[config.mk]
export PLATFORM = sky130hd
export DESIGN_NAME = sd_req_arbiter
export DESIGN_NICKNAME = d
export VERILOG_FILES = /design/src/rtl/sd_req_arbiter.sv
export SDC_FILE = /design/constraint.sdc
export NUM_CORES = 1
export LEC_CHECK = 0
export BUFFER_PORTS_ARGS = -buffer_cell sky130_fd_sc_hd__buf_2
export CORE_ASPECT_RATIO = 0.9
export CORE_UTILIZATION = 43
export CTS_CLUSTER_SIZE = 12
export DETAILED_ROUTE_END_ITERATION = 7
export GPL_TIMING_DRIVEN = 0
export PLACE_DENSITY = 0.78
export SYNTH_ARGS = -nofsm -noshare
export SYNTH_HDL_FRONTEND = slang
export SYNTH_SLANG_ARGS = --single-unit
[constraint.sdc]
create_clock -name clk_sys -period 1.9 [get_ports clk_sys]
set_input_delay 0 -clock clk_sys [delete_from_list [all_inputs] [get_ports clk_sys]]
set_output_delay 0 -clock clk_sys [all_outputs]
set_load 0.02 [all_outputs]
[src/rtl/sd_req_arbiter.sv]
// Two-client arbiter for the single SD sector request channel: round-robin grant, timeout on missing ack, strobe steering.
// Grant one cycle after request; clients hold their level request until done/err, and another client waits while one is granted.
module sd_req_arbiter #(
  parameter logic [23:0] ACK_TIMEOUT = 24'd8000000
) (
  input  logic        clk_sys,
  input  logic        reset,
  input  logic [1:0]  req_rd,
  input  logic [1:0]  req_wr,
  input  logic [31:0] req0_lba,
  input  logic [31:0] req1_lba,
  output logic [1:0]  req_busy,
  output logic [1:0]  req_done,
  output logic [1:0]  req_err,
  output logic [31:0] sd_lba,
  output logic [1:0]  sd_rd,
  output logic [1:0]  sd_wr,
  input  logic        sd_ack,
  input  logic        sd_dout_strobe,
  input  logic        sd_din_strobe,
  output logic [1:0]  cl_dout_strobe,
  output logic [1:0]  cl_din_strobe
);

  typedef enum logic [1:0] {IDLE, ISSUE, XFER, DONE} state_t;

  state_t      state, state_nxt;
  logic        gnt, gnt_nxt;
  logic        last_grant, last_nxt;
  logic        op_rd, op_rd_nxt;
  logic [23:0] cnt, cnt_nxt;
  logic [31:0] lba_nxt;
  logic [1:0]  err_nxt;
  logic [1:0]  pending;
  logic [1:0]  gnt_oh;
  logic        pick;
  logic        active;

  always_ff @(posedge clk_sys) begin
    if (reset) begin
      state      <= IDLE;
      gnt        <= 1'b0;
      last_grant <= 1'b1;
      op_rd      <= 1'b0;
      cnt        <= 24'd0;
      sd_lba     <= 32'd0;
      req_err    <= 2'b00;
    end else begin
      state      <= state_nxt;
      gnt        <= gnt_nxt;
      last_grant <= last_nxt;
      op_rd      <= op_rd_nxt;
      cnt        <= cnt_nxt;
      sd_lba     <= lba_nxt;
      req_err    <= err_nxt;
    end
  end

  always_comb begin
    pending   = req_rd | req_wr;
    gnt_oh    = gnt ? 2'b10 : 2'b01;
    state_nxt = state;
    gnt_nxt   = gnt;
    last_nxt  = last_grant;
    op_rd_nxt = op_rd;
    cnt_nxt   = cnt;
    lba_nxt   = sd_lba;
    err_nxt   = 2'b00;
    pick      = 1'b0;
    case (state)
      IDLE: begin
        if (pending != 2'b00) begin
          // With both pending, the client that did not go last wins.
          pick      = (pending == 2'b11) ? ~last_grant : pending[1];
          gnt_nxt   = pick;
          last_nxt  = pick;
          op_rd_nxt = req_rd[pick];
          lba_nxt   = pick ? req1_lba : req0_lba;
          cnt_nxt   = 24'd0;
          state_nxt = ISSUE;
        end
      end
      ISSUE: begin
        if (sd_ack) begin
          state_nxt = XFER;
        end else if (!pending[gnt]) begin
          state_nxt = IDLE;
        end else if (cnt == ACK_TIMEOUT - 24'd1) begin
          err_nxt   = gnt_oh;
          state_nxt = IDLE;
        end else begin
          cnt_nxt = cnt + 24'd1;
        end
      end
      XFER: begin
        if (!sd_ack) state_nxt = DONE;
      end
      DONE: begin
        state_nxt = IDLE;
      end
      default: begin
        state_nxt = IDLE;
      end
    endcase
  end

  // Strobes pass through in ISSUE too: user-IO fetches the first write byte on the sd_wr rise.
  assign active         = (state == ISSUE) || (state == XFER);
  assign req_busy       = active ? gnt_oh : 2'b00;
  assign req_done       = (state == DONE) ? gnt_oh : 2'b00;
  assign sd_rd          = (active && op_rd) ? gnt_oh : 2'b00;
  assign sd_wr          = (active && !op_rd) ? gnt_oh : 2'b00;
  assign cl_dout_strobe = (active && sd_dout_strobe) ? gnt_oh : 2'b00;
  assign cl_din_strobe  = (active && sd_din_strobe) ? gnt_oh : 2'b00;

endmodule

==> run_results.csv, run 1 <==
group,metric,value,unit
synthesis,synth_xor_area_frac,0,
place,dp_cells,587,
detailed_routing,dr_total_vias,3501,
synthesis,syn_inst,377,
synthesis,ys_top_cells_by_area,"dfxtp_1, mux2i_1, a211oi_1, nor2_1, a21oi_1",
place,io_buffers,117,
global_route,grt_max_degree,11,
clocking,cts_buffers,9,
sta,rsz0062_at_grt,"yes",
detailed_routing,vias_per_cell,5.61,
critical_path,path_class,"flip-flop to flip-flop",
synthesis,synthSimpleGateAreaFrac,0.235,
global_route,antenna_found_initial,0,
sta,worst_slack,-258,ps
clocking,ctsHtreeMaxLevel,3,
cells_and_area,nNetsFinal,604,
sta,period_share,1.14,
detailed_routing,wl_per_cell,15.4,um
critical_path,worstPathArrival,2390,ps
power_and_ir_drop,power.internal,2.77,mW
synthesis,syn_nets,455,
cells_and_area,final_layout_size_suffix_gt1_frac,0.373,
synthesis,yosys.area.top_type_share,0.383,
job,maxCapViolations,0,
detailed_routing,drc,0,
global_route,grt_pass1_vias,3222,
synthesis,yosys.cell_types.count,50,
min_path,worstHoldPathType,"input pin to flip-flop",
power_and_ir_drop,power,4.10,mW
synthesis,synth_top_family_by_area,"simple AND/OR/NAND/NOR gates",
cells_and_area,fin_cells,624,
global_route,grt-ovfl-total,0,
die,dieHeight,85.0,um
power_and_ir_drop,p_sw,1.33,mW
synthesis,async_flop_share,0,
synthesis,synth_fa_ha_area_frac,0.0190,
synthesis,ys.flop_type,"dfxtp_1",
global_route,grt_pass1_wl,14900,um
cells_and_area,finalInstanceArea,0.00461,mm2
sta,fmax,463,MHz
cells_and_area,most-common-layout-cells,"buf_2, dfxtp_1, nor2_1",
power_and_ir_drop,sw_frac_of_total,0.324,
sta,relSlewSlack,0.601,
synthesis,ys_seq_area_frac,0.383,
synthesis,synth.cell_area,0.00329,mm2
critical_path,worst-path-max-fanout,5,
synthesis,synth-seq-cells,63,
sta,hold_viol,0,
sta,final_max_slew_viol_count,0,
sta,clock-skew-final,9.49,ps
critical_path,startpoint_type,"flip-flop",
clocking,clk-insertion-delay-late,340,ps
power_and_ir_drop,p_per_area,889,mW/mm2
sta,fin_crit,2160,ps
sta,hold-worst-slack,4.54,ps
die,rows,29,
power_and_ir_drop,pwr-share-comb,0.301,
die,die_w,94.2,um
power_and_ir_drop,clockPowerShare,0.324,
cells_and_area,area_growth,40.2,%
cells_and_area,antenna_cells,0,
clocking,root_buffer,"clkbuf_8",
place,place_congestion,0.829,
status,violations,"negative setup slack",
detailed_routing,drt-total-wl,9600,um
power_and_ir_drop,pwr-share-seq,0.375,
synthesis,synth-edff-count,0,
die,initial_utilization,0.456,
synthesis,synth_top_area_cell,"dfxtp_1",
clocking,cts.path.max_buffers,2,
sta,setup_tns,-4770,ps
sta,setup_viol,26,
die,io-pin-count,119,
die,die_area,0.00800,mm2
global_route,grt_usage,0.238,
clocking,cts.clk_slew.worst_paths,70,ps
synthesis,postSynthAreaPerCell,8.73,um2
status,status,"complete, but fails checks",
detailed_routing,drt.antenna.violating_nets,0,
synthesis,muxShareOfSynthArea,0.107,
clocking,clock_sinks,63,
detailed_routing,drt-initial-drc-count,257,
die,core_area,0.00722,mm2
detailed_routing,first_pass_iters,5,
place,post-place-ws,-319,ps
power_and_ir_drop,power_leakage,2.26,nW
synthesis,yosysWarnings,0,
cells_and_area,layout_commonest_cell,"buf_2",
clocking,cts_tree,"yes",
power_and_ir_drop,vdd_ir_drop_max,679,uV
place,dp_hpwl,6680,um
cells_and_area,fin_util,0.639,
sta,tightest_slew,597,ps
synthesis,synth_compound_area_frac,0.203,
critical_path,worst_setup_path_end_kind,"flip-flop",
critical_path,cp.required,2130,ps
place,place_area,0.00400,mm2
-- cell usage after synthesis (5+ instances only) --
cell type and n:
ha_1 5, and2_1 6, nor2_1 51, nand2_1 16, inv_1 14, dfxtp_1 63
a211o_1 7, clkbuf_1 16, and3_1 14, nand3_1 15, nand4_1 7, a211oi_1 34
nor3_1 11, mux2i_1 35, a21oi_1 18
-- power by group through the flow --
stage / registers (mW) / logic, mW / clock network, mW
floorplan: 1.69 / 0.587 / 0
global placement: 1.55 / 1.06 / 0
detailed placement: 1.56 / 1.09 / 0
CTS: 1.53 / 1.14 / 1.34
global route: 1.55 / 1.34 / 1.39
finish: 1.54 / 1.23 / 1.33
-- path summary, 6_finish.rpt --
path | slack, ps | endpoint | start | cells after the start
worst min-delay path | 5 | sd_lba[0] | req0_lba[0] | 3
worst min register to register | 490 | cnt[15] | cnt[15] | 1
worst max-delay path | -260 | cnt[21] | cnt[18] | 6
worst max register to register | -260 | cnt[21] | cnt[18] | 6
-- final cells by class --
cell class	count	area, um2
clock buffer	13	159
fill	583	2610
sequential	63	1270
clock inverter	3	65.1
buffer	24	156
multi-input combinational	276	2000
inverter	14	52.6
timing repair buffer	138	790
tap	93	116
-- cell families after synthesis --
group / count (synthesis)
flip-flops: 63
AND/OR/NAND/NOR: 145
adder cells (fa/ha/maj): 5
buffers and inverters: 38
AO/OA/AOI/OAI: 91
multiplexers: 35
-- registers in the layout (all words and copies together) (netlist names), named ones only --
register / flops
last_grant: 1
op_rd: 1
sd_lba: 32
req_err: 2
state: 1
gnt: 1
cnt: 24
-- routing by layer --
metal / share of wire / global-route usage / vias to the layer above
met5: 0 / 0 / -
met4: 0.023 / 0.0923 / 0
met3: 0.064 / 0.0565 / 26
met2: 0.48 / 0.385 / 150
met1: 0.44 / 0.304 / 1630
li1: - / - / 1695
-- critical path, cell delays in order (launching register included) --
cell and delay, ps:
dfxtp_2 330, or4b_4 550, nor4_4 420, a21o_1 290, buf_6 160, nor3_4 40
a211o_1 260
-- what timing repair did --
action	4_1_cts	5_1_grt
buffers inserted	8	4
pin swaps	12	8
hold buffers	7	0
hold endpoints to repair	5	0
gates cloned	1	1
endpoints found under the setup margin	59	55
resized for setup	24	30
(Power assumes the default switching activity.)
==> run 2, diff against run 1 <==
--- a/config.mk
+++ b/config.mk
@@ -6,6 +6,7 @@
 export NUM_CORES = 1
 export LEC_CHECK = 0
 export BUFFER_PORTS_ARGS = -buffer_cell sky130_fd_sc_hd__buf_2
+export CAP_MARGIN = 20
 export CORE_ASPECT_RATIO = 0.9
 export CORE_UTILIZATION = 43
 export CTS_CLUSTER_SIZE = 12
==> constraint.sdc (replaced) <==
create_clock -name clk_sys -period 1.93 [get_ports clk_sys]
set_input_delay 0 -clock clk_sys [delete_from_list [all_inputs] [get_ports clk_sys]]
set_output_delay 0 -clock clk_sys [all_outputs]
set_load 0.02 [all_outputs]
==> run 2 against run 1 <==
  * The run ends with negative hold slack, negative setup slack left
  * Power shrank 3.8%
  * Sequential power is essentially flat
  * Core utilization increased by 3.8 points
  * Non-clock buffer count is 30 higher
  * Die area is the same
  * Register-to-register slack better by 90 ps
  * Final cell count up 4.8%
  * Highest routed layer unchanged
==> run_results.csv, run 2 (synthesized netlist as in run 1, its figures left out) <==
group,metric,value,unit
status,status,"complete, but fails checks",
status,violations,"negative hold slack, negative setup slack",
sta,setup_viol,26,
die,io-pin-count,119,
place,io_buffers,117,
place,place_congestion,0.881,
die,rows,29,
global_route,grt-ovfl-total,0,
clocking,clk-insertion-delay-late,360,ps
power_and_ir_drop,p_per_area,806,mW/mm2
sta,hold-worst-slack,-7.18,ps
critical_path,critical-path-max-stage-delay,560,ps
place,dp_hpwl,6640,um
critical_path,r2r_start,"cnt[18]",
cells_and_area,fin_cells,654,
cells_and_area,reg.largest.list,"sd_lba (32), cnt (24), req_err (2)",
power_and_ir_drop,sw_frac_of_total,0.352,
sta,relSlewSlack,0.594,
clocking,clock_sinks,63,
clocking,cts.clk_slew.worst_paths,80,ps
cells_and_area,layout_commonest_cell,"buf_2",
critical_path,worst_setup_path_end_kind,"flip-flop",
critical_path,r2r_slack,-170,ps
global_route,antenna_found_initial,0,
power_and_ir_drop,power_leakage,2.38,nW
sta,fin_crit,2100,ps
power_and_ir_drop,vdd_ir_drop_max,628,uV
critical_path,worstPathArrival,2360,ps
global_route,grt_pass1_wl,17000,um
detailed_routing,first_pass_iters,5,
sta,fmax,477,MHz
die,core_area,0.00722,mm2
die,dieHeight,85.0,um
critical_path,path_class,"flip-flop to flip-flop",
power_and_ir_drop,p_sw,1.39,mW
sta,period_share,1.09,
sta,worst_slack,-166,ps
global_route,grt_max_degree,13,
cells_and_area,most-common-layout-cells,"buf_2, dfxtp_1, nor2_1",
critical_path,worst-path-max-fanout,6,
clocking,cts_tree,"yes",
detailed_routing,drt-initial-drc-count,380,
min_path,holdPathStages,3,
critical_path,cp.required,2190,ps
detailed_routing,wl_per_cell,16.3,um
die,die_area,0.00800,mm2
clocking,cts.path.max_buffers,2,
cells_and_area,top_register,"sd_lba",
critical_path,startpoint_type,"flip-flop",
clocking,ctsHtreeMaxLevel,3,
job,maxCapViolations,0,
detailed_routing,drt-total-wl,10700,um
die,initial_utilization,0.456,
power_and_ir_drop,power.internal,2.55,mW
cells_and_area,largest_reg_flops,32,
power_and_ir_drop,pwr-share-comb,0.324,
clocking,root_buffer,"clkbuf_8",
detailed_routing,drt.antenna.violating_nets,0,
sta,hold_viol,1,
power_and_ir_drop,pwr-share-seq,0.383,
cells_and_area,antenna_cells,0,
critical_path,path_cells,"or4b_4, nor4_4, a21bo_4, buf_6, nand3_2, a221oi_2",
die,die_w,94.2,um
global_route,grt_pass1_vias,3570,
clocking,cts_buffers,9,
sta,final_max_slew_viol_count,0,
min_path,hold_end,"sd_lba[7]",
min_path,min_from,"req1_lba[7]",
critical_path,r2r_end,"state[0]",
cells_and_area,final_layout_size_suffix_gt1_frac,0.374,
critical_path,cp_slowest_cell,"or4b_4",
global_route,grt_usage,0.273,
sta,tightest_slew,604,ps
power_and_ir_drop,clockPowerShare,0.293,
detailed_routing,dr_total_vias,3712,
sta,clock-skew-final,8.58,ps
min_path,worstHoldPathType,"input pin to flip-flop",
cells_and_area,nNetsFinal,634,
critical_path,r2r_cells,6,
cells_and_area,area_growth,48.6,%
sta,rsz0062_at_grt,"yes",
cells_and_area,fill_cells,522,
detailed_routing,vias_per_cell,5.68,
place,dp_cells,587,
detailed_routing,drc,0,
==> run 2: cell count changes in the layout (fill, tap and decap cells not counted), sizes merged <==
cell	delta
clkinv	+2
clkbuf	-6
buf	+5
inv	+1
dlygate4sd3	+27
bufinv	-1
clkinvlp	+2
==> run 2: stage by stage <==
step	util	setup WS (ps)	TNS [ps]	instance area (um2)	total power, mW
6_report	0.677	-166	-2700	4890	3.94
3_3_place_gp	0.553	-296	-7450	4000	2.56
2_1_floorplan	-	-10.7	-29.6	3290	2.24
3_5_place_dp	0.553	-373	-11270	4000	2.60
4_1_cts	0.660	-114	-1350	4760	3.87
5_1_grt	0.677	-234	-4710	4890	4.13
==> run 2: worst max-delay path by stage <==
stage	slack, ps	end	start
floorplan	-10	cnt[21]	cnt[10]
finish	-170	state[0]	cnt[18]
global route	-230	cnt[21]	cnt[18]
CTS	-110	cnt[17]	cnt[18]
detailed placement	-370	cnt[22]	cnt[0]
global placement	-300	cnt[22]	cnt[0]
==> run 2: final cells by class <==
| cell class | count | area (um2) | share of cell area |
|---|---|---|---|
| multi-input cells | 276 | 2010 | 0.411 |
| flip-flops and latches | 63 | 1270 | 0.261 |
| repair buffers | 168 | 1080 | 0.222 |
| plain buffers | 24 | 151 | 0.0310 |
| clock buffers | 9 | 124 | 0.0253 |
| well taps | 93 | 116 | 0.0238 |
| clock inverters | 7 | 72.6 | 0.0148 |
| inverters | 14 | 52.6 | 0.0108 |
==> run 2: critical path, delay by kind of cell (launching register included) <==
family	cells	cell delay, ps
buffers and inverters	1	140
DFF	1	320
and+or+nand+nor	3	1030
AOI/OAI and AO/OA	2	510
==> run 2: power groups by stage <==
stage / registers [mW] / logic [mW] / clock network, mW
2_1_floorplan: 1.66 / 0.575 / 0
3_3_place_gp: 1.53 / 1.04 / 0
3_5_place_dp: 1.53 / 1.07 / 0
4_1_cts: 1.51 / 1.20 / 1.17
5_1_grt: 1.52 / 1.37 / 1.24
6_report: 1.51 / 1.28 / 1.15
==> run 2: layer usage <==
| layer | vias to the layer above | GRT usage | part of all wire |
|---|---|---|---|
| li1 | 1750 | - | - |
| met1 | 1758 | 0.331 | 0.41 |
| met2 | 175 | 0.453 | 0.49 |
| met3 | 29 | 0.0735 | 0.073 |
| met4 | 0 | 0.113 | 0.025 |
| met5 | - | 0 | 0 |
==> run 2: timing repair <==
action / 4_1_cts / 5_1_grt
buffers inserted: 10 / 4
hold buffers: 34 / 0
endpoints found under the hold margin: 22 / 0
endpoints found under the setup margin: 59 / 58
cloned: 2 / 1
pin swaps: 12 / 7
gates resized for setup: 35 / 29
==> run 3, diff against run 2 <==
--- a/config.mk
+++ b/config.mk
@@ -5,6 +5,7 @@
 export SDC_FILE = /design/constraint.sdc
 export NUM_CORES = 1
 export LEC_CHECK = 0
+export ABC_AREA = 1
 export BUFFER_PORTS_ARGS = -buffer_cell sky130_fd_sc_hd__buf_2
 export CAP_MARGIN = 20
 export CORE_ASPECT_RATIO = 0.9
@@ -12,7 +13,7 @@
 export CTS_CLUSTER_SIZE = 12
 export DETAILED_ROUTE_END_ITERATION = 7
 export GPL_TIMING_DRIVEN = 0
-export PLACE_DENSITY = 0.78
+export PLACE_DENSITY = 0.76
 export SYNTH_ARGS = -nofsm -noshare
 export SYNTH_HDL_FRONTEND = slang
 export SYNTH_SLANG_ARGS = --single-unit
==> run 3 against run 2 <==
  * Sequential power grew 26%
  * Setup slack gained 310 ps
  * Final cell count grew 29%
  * Power grew 54%
  * Critical path type unchanged
  * Clock-buffer cell count grew 2
  * The run ends with negative hold slack left
  * Largest cell class unchanged
  * Non-clock buffer count shrank 4
  * Sequential share of layout area shrank 0.96 points
  * Hold slack is essentially flat
  * Combinational power grew 140%
==> run_results.csv, run 3 <==
group,metric,value,unit
sta,fmax,560,MHz
clocking,cts.path.max_buffers,2,
detailed_routing,drc,0,
cells_and_area,seqCellArea,0.00126,mm2
power_and_ir_drop,power_leakage,2.48,nW
sta,clock-skew-final,9.56,ps
synthesis,syn_inst,561,
clocking,cts_tree,"yes",
global_route,grt_usage,0.266,
critical_path,cp_slowest_cell,"dfxtp_1",
min_path,worstHoldPathType,"input pin to flip-flop",
place,dp_hpwl,7920,um
synthesis,syn_nets,639,
sta,rsz0062_at_grt,"no",
detailed_routing,drt.antenna.violating_nets,0,
critical_path,worstPathArrival,2060,ps
die,io-pin-count,119,
cells_and_area,largest_reg_flops,32,
status,violations,"negative hold slack",
cells_and_area,area_growth,38.5,%
synthesis,synth.cell_area,0.00363,mm2
cells_and_area,most-common-layout-cells,"nand2_1, buf_2, inv_1",
critical_path,worst-path-buf-inv,1,
cells_and_area,fill_cells,691,
die,core_area,0.00811,mm2
critical_path,r2r_start,"cnt[1]",
die,die_area,0.00881,mm2
critical_path,worst_setup_path_end_kind,"flip-flop",
detailed_routing,drt-initial-drc-count,207,
synthesis,synth-seq-cells,63,
detailed_routing,first_pass_iters,5,
sta,final_max_slew_viol_count,0,
sta,hold_viol,1,
die,dieHeight,89.1,um
clocking,root_buffer,"clkbuf_8",
synthesis,yosys.cell_types.count,34,
place,io_buffers,118,
sta,setup_tns,0,ps
clocking,cts.clk_slew.worst_paths,80,ps
power_and_ir_drop,vdd_ir_drop_max,891,uV
die,die_w,98.8,um
cells_and_area,reg.largest.list,"sd_lba (32), cnt (24), req_err (2)",
synthesis,async_flop_share,0,
cells_and_area,layout_commonest_cell,"nand2_1",
synthesis,postSynthAreaPerCell,6.47,um2
sta,worst_slack,143,ps
sta,fin_crit,1790,ps
power_and_ir_drop,power,6.07,mW
critical_path,worst-path-max-fanout,10,
synthesis,yosysWarnings,0,
global_route,antenna_found_initial,0,
clocking,ctsHtreeMaxLevel,3,
global_route,grt-ovfl-total,0,
cells_and_area,multi_input_area,0.00198,mm2
status,status,"complete, but fails checks",
synthesis,yosys.cell_count.top_type,"nand2_1",
place,place_area,0.00434,mm2
global_route,grt_pass1_wl,18300,um
job,maxCapViolations,0,
synthesis,ys_top_cells_by_area,"dfxtp_1, nand2_1, nand3_1, inv_1, o211ai_1",
cells_and_area,antenna_cells,0,
global_route,grt_max_degree,12,
power_and_ir_drop,p_per_area,1210,mW/mm2
sta,hold-worst-slack,-7.32,ps
detailed_routing,drt-total-wl,11700,um
cells_and_area,nNetsFinal,815,
critical_path,startpoint_type,"flip-flop",
sta,tightest_slew,671,ps
clocking,clk-insertion-delay-late,350,ps
synthesis,synth_top_area_cell,"dfxtp_1",
detailed_routing,vias_per_cell,5.16,
synthesis,synth-edff-count,0,
cells_and_area,finalInstanceArea,0.00502,mm2
sta,relSlewSlack,0.553,
critical_path,crit_start,"cnt[1]",
clocking,clock_sinks,63,
synthesis,ys.flop_type,"dfxtp_1",
sta,period_share,0.926,
place,place_congestion,0.897,
critical_path,path_class,"flip-flop to flip-flop",
detailed_routing,wl_per_cell,13.9,um
critical_path,path_cells,"ha_2, nand3_2, nor2_2, nand3_2, nand2_4, nand2_4, nand2_4, buf_6, nand2_1, a21oi_2",
synthesis,yosys-top-cells-count,"nand2_1, inv_1, nand3_1",
cells_and_area,top_register,"sd_lba",
min_path,min_from,"req1_lba[3]",
critical_path,cp.required,2200,ps
detailed_routing,dr_total_vias,4336,
die,rows,31,
synthesis,yosys.area.top_type_share,0.348,
critical_path,critical-path-max-stage-delay,390,ps
global_route,grt_pass1_vias,3968,
die,initial_utilization,0.447,
synthesis,ys_seq_area_frac,0.348,
critical_path,critPathMostFrequentCell,"nand2_4",
place,post-place-ws,-24.3,ps
cells_and_area,final_layout_size_suffix_gt1_frac,0.244,
critical_path,crit_family,"simple AND/OR/NAND/NOR gates",
sta,setup_viol,0,
clocking,cts_setup_buffers,0,
clocking,cts_buffers,9,
## run 3: cell types whose count changed in the layout (fill, tap and decap cells not counted), moves of 33 or more
| cell | delta |
|---|---|
| o211ai_1 | +33 |
| inv_1 | +57 |
| nand3_1 | +50 |
| a211oi_1 | -33 |
| mux2i_1 | -35 |
| nand2_1 | +155 |
## run 3: path summary, 6_finish.rpt
kind / to / slack (ps) / cells after the start
setup / recovery: cnt[12] / 140 / 10
hold / removal: sd_lba[3] / -7 / 5
setup reg to reg: cnt[12] / 140 / 10
hold reg to reg: last_grant / 470 / 2
## run 3: final cells by class
type,count,area share
inverters,78,0.0583
clock inverters,5,0.0117
well taps,99,0.0247
plain buffers,23,0.0232
multi-input cells,397,0.394
repair buffers,165,0.211
clock buffers,11,0.0261
flip-flops and latches,63,0.251
## run 3: per-stage QoR
step	utilization	instances	hold slack [ps]
floorplan	-	561	141
detailed placement	0.536	778	333
CTS	0.617	841	0.956
finish	0.620	841	-7.32
global placement	0.536	778	328
global route	0.620	841	5.73
## run 3: worst min-delay path, delay by kind of cell
family                 cells  cell delay (ps)
buffers and inverters      2              140
AO/OA/AOI/OAI              1               80
AND/OR/NAND/NOR            2              100
## run 3: where the power goes
| group | leakage, nW | switching, mW | internal [mW] |
|---|---|---|---|
| Combinational | 1.87 | 2.02 | 1.02 |
| Clock | 0.0895 | 0.539 | 0.597 |
| Sequential | 0.518 | 0.239 | 1.66 |
| Total | 2.48 | 2.80 | 3.27 |
## run 3: what timing repair did
action                     CTS  global route
hold endpoints to repair    30             0
hold buffers                47             0
pin swaps                    0             1
setup endpoints to repair   21            44
resized for setup            2            13
## run 3: logic make-up (layout without fill, tap and decap cells)
family	count (synthesis)	after routing	synth area share
DFF	63	63	0.348
xor gates and xnor gates	9	9	0.0217
adders and majority gates	5	5	0.0172
buffers and inverters	101	282	0.109
and+or+nand+nor	320	320	0.382
AOI/OAI and AO/OA	63	63	0.122
## run 3: layer usage
layer / track usage / up-vias / share of wire
met5: 0 / - / 0
met4: 0.117 / 0 / 0.030
met3: 0.0727 / 35 / 0.075
met2: 0.466 / 202 / 0.48
met1: 0.309 / 1951 / 0.41
li1: - / 2148 / -
